**config.mk**
```make
export PLATFORM = sky130hd
export DESIGN_NAME = router_fsm_nch
export DESIGN_NICKNAME = d
export VERILOG_FILES = /design/src/rtl/router_fsm_nch.sv
export SDC_FILE = /design/constraint.sdc
export NUM_CORES = 1
export LEC_CHECK = 0
export BUFFER_PORTS_ARGS = -buffer_cell sky130_fd_sc_hd__buf_2
export CORE_MARGIN = 5
export CORE_UTILIZATION = 48
export CTS_BUF_LIST = sky130_fd_sc_hd__clkbuf_8
export DETAILED_ROUTE_END_ITERATION = 10
export PLACE_DENSITY = 0.77
export SYNTH_ARGS = -nofsm -noshare
export SYNTH_HDL_FRONTEND = slang
export SYNTH_SLANG_ARGS = --single-unit
```
**constraint.sdc**
```tcl
create_clock -name clock -period 1.73 [get_ports clock]
set_input_delay 0.173 -clock clock [delete_from_list [all_inputs] [get_ports clock]]
set_output_delay 0.173 -clock clock [all_outputs]
set_load 0.01 [all_outputs]
```
**src/rtl/router_fsm_nch.sv**
```systemverilog
// rtl/router_fsm_nch.sv - N-channel router controller FSM (optional WAIT_EMPTY timeout: ROUTER_WAIT_TIMEOUT_EN)
module router_fsm_nch #(
    parameter int NUM_CH       = 3,
    parameter int ADDR_W       = 2,
    parameter int WAIT_TIMEOUT = 64
) (
    input  logic              clock,
    input  logic              reset,
    input  logic              pkt_valid,
    input  logic [ADDR_W-1:0] data_in,
    input  logic [NUM_CH-1:0] empty,
    input  logic [NUM_CH-1:0] soft_reset,
    input  logic              fifo_full,
    input  logic              parity_done,
    input  logic              low_pkt_valid,
    output logic              busy,
    output logic              detect_add,
    output logic              lfd_state,
    output logic              ld_state,
    output logic              full_state,
    output logic              laf_state,
    output logic              write_enb_reg,
    output logic              rst_int_reg,
    output logic              drop_state,
    output logic              addr_err,
    output logic [ADDR_W-1:0] addr_out,
    output logic              wait_timeout
);

    if (NUM_CH < 2 || NUM_CH > (1 << ADDR_W) || WAIT_TIMEOUT < 2) begin : g_bad_params
        $error("router_fsm_nch: parameter out of range");
    end

    typedef enum logic [3:0] {
        S_DECODE          = 4'd0,
        S_WAIT_EMPTY      = 4'd1,
        S_LOAD_FIRST      = 4'd2,
        S_LOAD_DATA       = 4'd3,
        S_LOAD_PARITY     = 4'd4,
        S_CHECK_PARITY    = 4'd5,
        S_FIFO_FULL       = 4'd6,
        S_LOAD_AFTER_FULL = 4'd7,
        S_DROP            = 4'd8
    } state_t;

    state_t state;
    state_t next_state;
    logic   addr_ok;
    logic   to_hit;
    logic   timeout_take;

    // Per-channel flag lookup that reads 0 for addresses beyond NUM_CH.
    function automatic logic pick(input logic [NUM_CH-1:0] v, input logic [ADDR_W-1:0] a);
        pick = 1'b0;
        for (int i = 0; i < NUM_CH; i++) begin
            if (32'(a) == i) pick = v[i];
        end
    endfunction

    assign addr_ok = (32'(data_in) < NUM_CH);

`ifdef ROUTER_WAIT_TIMEOUT_EN
    localparam int CNT_W = $clog2(WAIT_TIMEOUT + 1);
    logic [CNT_W-1:0] wait_cnt;
    assign to_hit = (wait_cnt == CNT_W'(WAIT_TIMEOUT - 1));
`else
    assign to_hit = 1'b0;
`endif

    always_comb begin
        next_state   = state;
        timeout_take = 1'b0;
        case (state)
            S_DECODE: begin
                if (pkt_valid) begin
                    if (!addr_ok)                 next_state = S_DROP;
                    else if (pick(empty, data_in)) next_state = S_LOAD_FIRST;
                    else                          next_state = S_WAIT_EMPTY;
                end
            end
            S_WAIT_EMPTY: begin
                if (pick(empty, addr_out)) begin
                    next_state = S_LOAD_FIRST;
                end else if (to_hit) begin
                    next_state   = S_DROP;
                    timeout_take = 1'b1;
                end
            end
            S_LOAD_FIRST: next_state = S_LOAD_DATA;
            S_LOAD_DATA: begin
                if (fifo_full)       next_state = S_FIFO_FULL;
                else if (!pkt_valid) next_state = S_LOAD_PARITY;
            end
            S_LOAD_PARITY:  next_state = S_CHECK_PARITY;
            S_CHECK_PARITY: next_state = fifo_full ? S_FIFO_FULL : S_DECODE;
            S_FIFO_FULL: begin
                if (!fifo_full) next_state = S_LOAD_AFTER_FULL;
            end
            S_LOAD_AFTER_FULL: begin
                if (parity_done)        next_state = S_DECODE;
                else if (low_pkt_valid) next_state = S_LOAD_PARITY;
                else                    next_state = S_LOAD_DATA;
            end
            S_DROP: begin
                if (!pkt_valid) next_state = S_DECODE;
            end
            default: next_state = S_DECODE;
        endcase
        // Soft reset of the latched channel aborts any in-flight packet.
        if (state != S_DECODE && state != S_DROP && pick(soft_reset, addr_out)) begin
            next_state   = S_DECODE;
            timeout_take = 1'b0;
        end
    end

    always_ff @(posedge clock or posedge reset) begin
        if (reset) begin
            state         <= S_DECODE;
            addr_out      <= '0;
            addr_err      <= 1'b0;
            wait_timeout  <= 1'b0;
            busy          <= 1'b0;
            detect_add    <= 1'b1;
            lfd_state     <= 1'b0;
            ld_state      <= 1'b0;
            full_state    <= 1'b0;
            laf_state     <= 1'b0;
            write_enb_reg <= 1'b0;
            rst_int_reg   <= 1'b0;
            drop_state    <= 1'b0;
`ifdef ROUTER_WAIT_TIMEOUT_EN
            wait_cnt      <= '0;
`endif
        end else begin
            state <= next_state;
            if (state == S_DECODE && pkt_valid) addr_out <= data_in;
            addr_err      <= (state == S_DECODE) && pkt_valid && !addr_ok;
            wait_timeout  <= timeout_take;
            busy          <= (next_state == S_LOAD_FIRST)   || (next_state == S_WAIT_EMPTY)   ||
                             (next_state == S_LOAD_PARITY)  || (next_state == S_CHECK_PARITY) ||
                             (next_state == S_FIFO_FULL)    || (next_state == S_LOAD_AFTER_FULL);
            detect_add    <= (next_state == S_DECODE);
            lfd_state     <= (next_state == S_LOAD_FIRST);
            ld_state      <= (next_state == S_LOAD_DATA);
            full_state    <= (next_state == S_FIFO_FULL);
            laf_state     <= (next_state == S_LOAD_AFTER_FULL);
            write_enb_reg <= (next_state == S_LOAD_DATA) || (next_state == S_LOAD_PARITY) ||
                             (next_state == S_LOAD_AFTER_FULL);
            rst_int_reg   <= (next_state == S_CHECK_PARITY);
            drop_state    <= (next_state == S_DROP);
`ifdef ROUTER_WAIT_TIMEOUT_EN
            // Held at zero outside WAIT_EMPTY, so every entry starts a fresh count.
            if (state == S_WAIT_EMPTY) wait_cnt <= wait_cnt + 1'b1;
            else                       wait_cnt <= '0;
`endif
        end
    end

endmodule

```
; Word-level counts from Yosys, hierarchy flattened
; Cells that the tools add are included.
[classes]
n_addsub = 0
mul = 0
div = 0
n_lt_le_gt_ge = 1
eq_ne = 21
shifts = 0
n_mux = 26
bitwise_logic = 0
n_reduce_logical = 17
[ops]
columns = cell, n
row1 = 4-bit case mux with 9 select lines, 1
row2 = "4-bit by 3-bit == test with 1-bit output, second input constant", 8
row3 = 4-bit two-way mux, 8
row4 = "4-bit by 2-bit == test with 1-bit output, second input constant", 4
row5 = 1-bit two-way mux, 13
row6 = 3-bit two-way mux, 3
row7 = "4-bit by 1-bit == test with 1-bit output, second input constant", 2
row8 = "4-bit == test, second input constant", 2
row9 = 4-bit logical NOT, 2
row10 = 1-bit logical OR, 7
row11 = "2-bit by 1-bit == test with 1-bit output, second input constant", 2
row12 = "2-bit == test, second input constant", 2
row13 = 1-bit logical AND, 4
row14 = 2-bit logical NOT, 2
row15 = "4-bit inequality test, second input constant", 1
row16 = 4-bit nonzero test, 1
row17 = "2-bit less-than comparator, second input constant", 1
row18 = 2-bit two-way mux, 1
row19 = 1-bit logical NOT, 1
[word_totals]
regBits = 16
latch_bits = 0
mem_bits_rw = 0
romBits = 0
inputBits = 14
out_inout_bits = 13
elab_cells = 77
mem_count = 0

; Logic depth before layout (Yosys ltp)
[depth]
word_depth = 18
ltp_mapped = 7

; Worst setup path before layout
; OpenSTA, ideal clock, no wires.
[synth_path]
path_type = register to register
startpoint = reg state[2]
endpoint = reg rst_int_reg
setup_time_ps = 121
arrival_ps = 1679
required_time_ps = 1609
path_slack_ps = -70
path_stages_with_launch = 8
n_path_buf = 2
cell_sequence = dfrtp_1 -> buf_6 -> or4b_4 -> clkinv_2 -> a221oi_4 -> and2_4 -> buf_6 -> and4bb_2
[synth_between]
elab_chain_len = 5
[synth_lines]
columns = item, line
row1 = "start, declared", 46  ; state_t state;
row2 = "start signal, assigned", 135  ; state <= next_state;
row3 = "4-bit two-way mux, or another cell as far along", 92  ; else if (!pkt_valid) next_state = S_LOAD_PARITY;
row4 = 4-bit two-way mux / 1-bit logical AND (equally long branches), "91, 110"
row5 = 4-bit case mux with 9 select lines / 1-bit logical AND (equally long branches), "73, 110"
row6 = 4-bit two-way mux *, 110  ; if (state != S_DECODE && state != S_DROP && pick(soft_reset, addr_out)) begin
row7 = 4-bit by 3-bit == test with 1-bit output *, 149  ; rst_int_reg <= (next_state == S_CHECK_PARITY);
row8 = "end signal, assigned", 149
row9 = "end, declared", 23  ; output logic rst_int_reg,
; Mark *: on every way between the ends. The rest lies on a longest branch, timed or not.
; A chain may end at the register's enable or synchronous reset.

; Final worst setup path
[layout_path]
startpoint = reg state[2]
endpoint = reg busy
[layout_between]
elab_chain_len = 10
[layout_lines]
columns = item, line
row1 = "4-bit two-way mux, or another cell as far along", 92
row2 = 4-bit two-way mux / 1-bit logical AND (equally long branches), "91, 110"
row3 = 4-bit case mux with 9 select lines / 1-bit logical AND (equally long branches), "73, 110"
row4 = 4-bit two-way mux *, 110
row5 = 4-bit by 2-bit == test with 1-bit output / 4-bit by 1-bit == test with 1-bit output (equally long branches), 139  ; busy <= (next_state == S_LOAD_FIRST) || (next_state == S_WAIT_EMPTY) ||
row6 = 1-bit logical OR (2 in series), 139
row7 = 1-bit logical OR (2 in series), 140  ; (next_state == S_LOAD_PARITY) || (next_state == S_CHECK_PARITY) ||
row8 = 1-bit logical OR *, 141  ; (next_state == S_FIFO_FULL) || (next_state == S_LOAD_AFTER_FULL);
row9 = "end signal, assigned", 139
row10 = "end, declared", 16  ; output logic busy,
; Marked as above.

==> results.json <==
{
  "status": "finished with violations",
  "violations": "hold timing, setup timing",
  "avgSynthCellArea_um2": 11.19,
  "crit_fanout": 6,
  "rrSetupSlack_ns": -0.02,
  "top_register": "state",
  "synthXorXnorAreaFrac": 0,
  "overflow": 0,
  "post-route-worst-setup-slack_ns": -0.02208,
  "worst_slew_pin_slew_ns": 0.5953,
  "routedWlPerCell_um": 15.08,
  "internal-power_mw": 1.586,
  "min_period_ns": 1.752,
  "p_leak_nw": 0.6455,
  "r2r-end": "busy",
  "place.gp.congestion": 0.9426,
  "cp-end-kind": "register",
  "combinationalPowerShare": 0.640,
  "place_ws_ns": -0.03251,
  "finalPower_mw": 2.687,
  "synth.area.mux_share": 0.08323,
  "switching_share": 0.4096,
  "layout-drive-gt1-share": 0.5530,
  "synth_cell_types": 45,
  "clk_latency_ns": 0.25,
  "wl_um": 2398,
  "synth_flop_cell": "dfrtp_1",
  "route.vias.total": 884,
  "ir_drop_uv": 1289,
  "die_x_um": 55.81,
  "critPathArrivalTime_ns": 1.94,
  "synth_compound_area_frac": 0.1851,
  "fin_worst_skew_ns": 0.0008562,
  "cts_sinks": 16,
  "clockBufferDepth": 2,
  "critPathLaunchType": "register",
  "place.detailed.instances": 151,
  "area_delta_synth_final_pct": 35.90,
  "netlist_instances": 90,
  "die_h_um": 55.81,
  "grt_use_total": 0.1680,
  "drtPass1Iterations": 4,
  "htree_levels": 1,
  "clkTransAtPathRegs_ns": 0.06,
  "ys_warn_count": 0,
  "largestRegisters": "state: 4 flops, addr_out: 2 flops",
  "ant_nets": 0,
  "criticalPathCategory": "register to register",
  "synth-simple-area-share": 0.2646,
  "grt_pass1_vias": 918,
  "grt_start_max_net_pins": 17,
  "rsz0062_at_grt": "yes",
  "numCtsBuffers": 3,
  "synth_top_family_by_area": "simple AND/OR/NAND/NOR gates",
  "dp_hpwl_um": 1817,
  "ios": 27,
  "slew_viol_final": 0,
  "initial_core_util": 0.5082,
  "core_um2": 1982,
  "maxCapViolCount": 0,
  "synth-adder-area-share": 0,
  "root_buffer": "clkbuf_8",
  "antenna_cells": 0,
  "cts_tree": "done",
  "final_cells": 159,
  "synth-seq-cells": 16,
  "p_switching_mw": 1.100,
  "grt_pass1_wl_um": 4153,
  "maxSlewHeadroom": 0.6027,
  "clkPwrFrac": 0.125,
  "power.share.sequential": 0.235,
  "synth-edff-count": 0,
  "min_path_type": "input port to asynchronous set/reset pin",
  "setup_viol": 2,
  "cp-endpoint": "busy",
  "fillers": 145,
  "p_per_area_nw_per_um2": 1963,
  "max_freq_mhz": 570.8,
  "antenna_found_initial": 0,
  "syn-num-nets": 104,
  "fin_hold_ws_ns": -0.02223,
  "synth-async-reset-ratio": 1.000,
  "core.rowCount": 16,
  "numPortBuffers": 25,
  "r2r_cells": 5,
  "drtIter0Drc": 13,
  "critPathLaunch": "state[2]",
  "largest_reg_flops": 4,
  "r2r_start": "state[2]",
  "dieArea_um2": 3114,
  "required_ns": 1.92,
  "yosysSeqAreaShare": 0.3988,
  "vias_per_cell": 5.560,
  "synth.cell_area_um2": 1007,
  "drc": 0,
  "finalCritPeriodShare": 1.013,
  "fin_nets": 147,
  "finalHoldViolCount": 15
}
## power groups by stage
stage | logic, mW | clock network [mW] | registers [mW]
2_1_floorplan | 1.08 | 0 | 0.660
3_3_place_gp | 1.51 | 0 | 0.619
3_5_place_dp | 1.55 | 0 | 0.631
4_1_cts | 1.68 | 0.343 | 0.629
5_1_grt | 1.86 | 0.365 | 0.647
6_report | 1.72 | 0.336 | 0.632
## per-stage QoR
step	TNS [ns]	hold WS, ns	cell area, um2	util
final	-0.04092	-0.02223	1369	0.6907
after CTS	-0.01481	0.0002993	1344	0.6780
after floorplan	-0.02591	0.08602	1011	-
after global routing	-0.3659	0.02125	1369	0.6907
after global placement	-0.02501	0.2484	1239	0.6250
after detailed placement	-0.1022	0.2736	1239	0.6250
## worst min-delay path by stage
stage / from / end / slack, ns
3_5_place_dp: reset / full_state / 0.27
3_3_place_gp: reset / addr_err / 0.25
5_1_grt: reset / full_state / 0.02
2_1_floorplan: reset / addr_err / 0.09
6_report: reset / lfd_state / -0.02
4_1_cts: reset / addr_out[0] / 0.0003
## worst max-delay path, stage by stage (launching register included)
cell      delay (ns)
dfrtp_2         0.46
or4b_4          0.58
clkinv_4        0.07
a221oi_4        0.07
a2111o_1        0.43
nand3_1         0.07
## cells in the final DEF, fill, tap and decap left out, drive strengths merged, types with 2 or more instances in the layout
| cell type | instances |
|---|---|
| clkbuf | 4 |
| mux2 | 3 |
| a21oi | 2 |
| nand3 | 3 |
| inv | 3 |
| nand2 | 2 |
| nand3b | 4 |
| nor4 | 4 |
| o21ai | 4 |
| mux2i | 5 |
| nor2b | 2 |
| a2bb2oi | 2 |
| o21a | 2 |
| nand2b | 3 |
| o211ai | 2 |
| buf | 43 |
| nor2 | 5 |
| and4bb | 2 |
| dfrtp | 15 |
| nand4 | 2 |
## timing repair
action                                  CTS  global route
buffers inserted                          4             0
pin swaps                                 8             6
endpoints found under the setup margin    6             8
gates resized for setup                   7             5
hold buffers                              0             0
## metal layers
metal / track usage / vias to the layer above / share of wire
met5: 0 / - / 0
met4: 0.05208 / 0 / 0.0092
met3: 0.06265 / 4 / 0.070
met2: 0.2838 / 27 / 0.50
met1: 0.1963 / 428 / 0.42
li1: - / 425 / -
## cell type report
type | count | area, um2 | area share
tap | 27 | 33.78 | 0.02468
inverter | 4 | 20.02 | 0.01463
multi-input combinational | 65 | 578.1 | 0.4223
clock buffer | 4 | 55.05 | 0.04022
sequential | 16 | 405.4 | 0.2962
timing repair buffer | 43 | 276.5 | 0.2020
## kinds of logic (layout without fill, tap and decap cells)
| logic type | Yosys count | count (layout) |
|---|---|---|
| buf+inv | 9 | 51 |
| mux | 8 | 8 |
| compound gates | 22 | 22 |
| other cells | 1 | 1 |
| simple gates | 34 | 34 |
| flops | 16 | 16 |
## cells in the mapped netlist, types with 2 or more instances
| cell type | instances | area share |
|---|---|---|
| a21oi_1 | 2 | 0.0099 |
| a2bb2oi_1 | 2 | 0.017 |
| and4bb_2 | 2 | 0.025 |
| buf_4 | 2 | 0.015 |
| buf_6 | 3 | 0.034 |
| dfrtp_1 | 15 | 0.37 |
| inv_1 | 3 | 0.011 |
| mux2_2 | 3 | 0.034 |
| mux2i_1 | 5 | 0.050 |
| nand2_1 | 2 | 0.0075 |
| nand2b_1 | 2 | 0.012 |
| nand3_1 | 3 | 0.015 |
| nand3b_1 | 4 | 0.030 |
| nand4_1 | 2 | 0.012 |
| nor2_1 | 5 | 0.019 |
| nor4_1 | 2 | 0.012 |
| nor4_4 | 2 | 0.042 |
| o211ai_1 | 2 | 0.015 |
| o21a_1 | 2 | 0.015 |
| o21ai_1 | 2 | 0.0099 |
(Power assumes the default switching activity.)
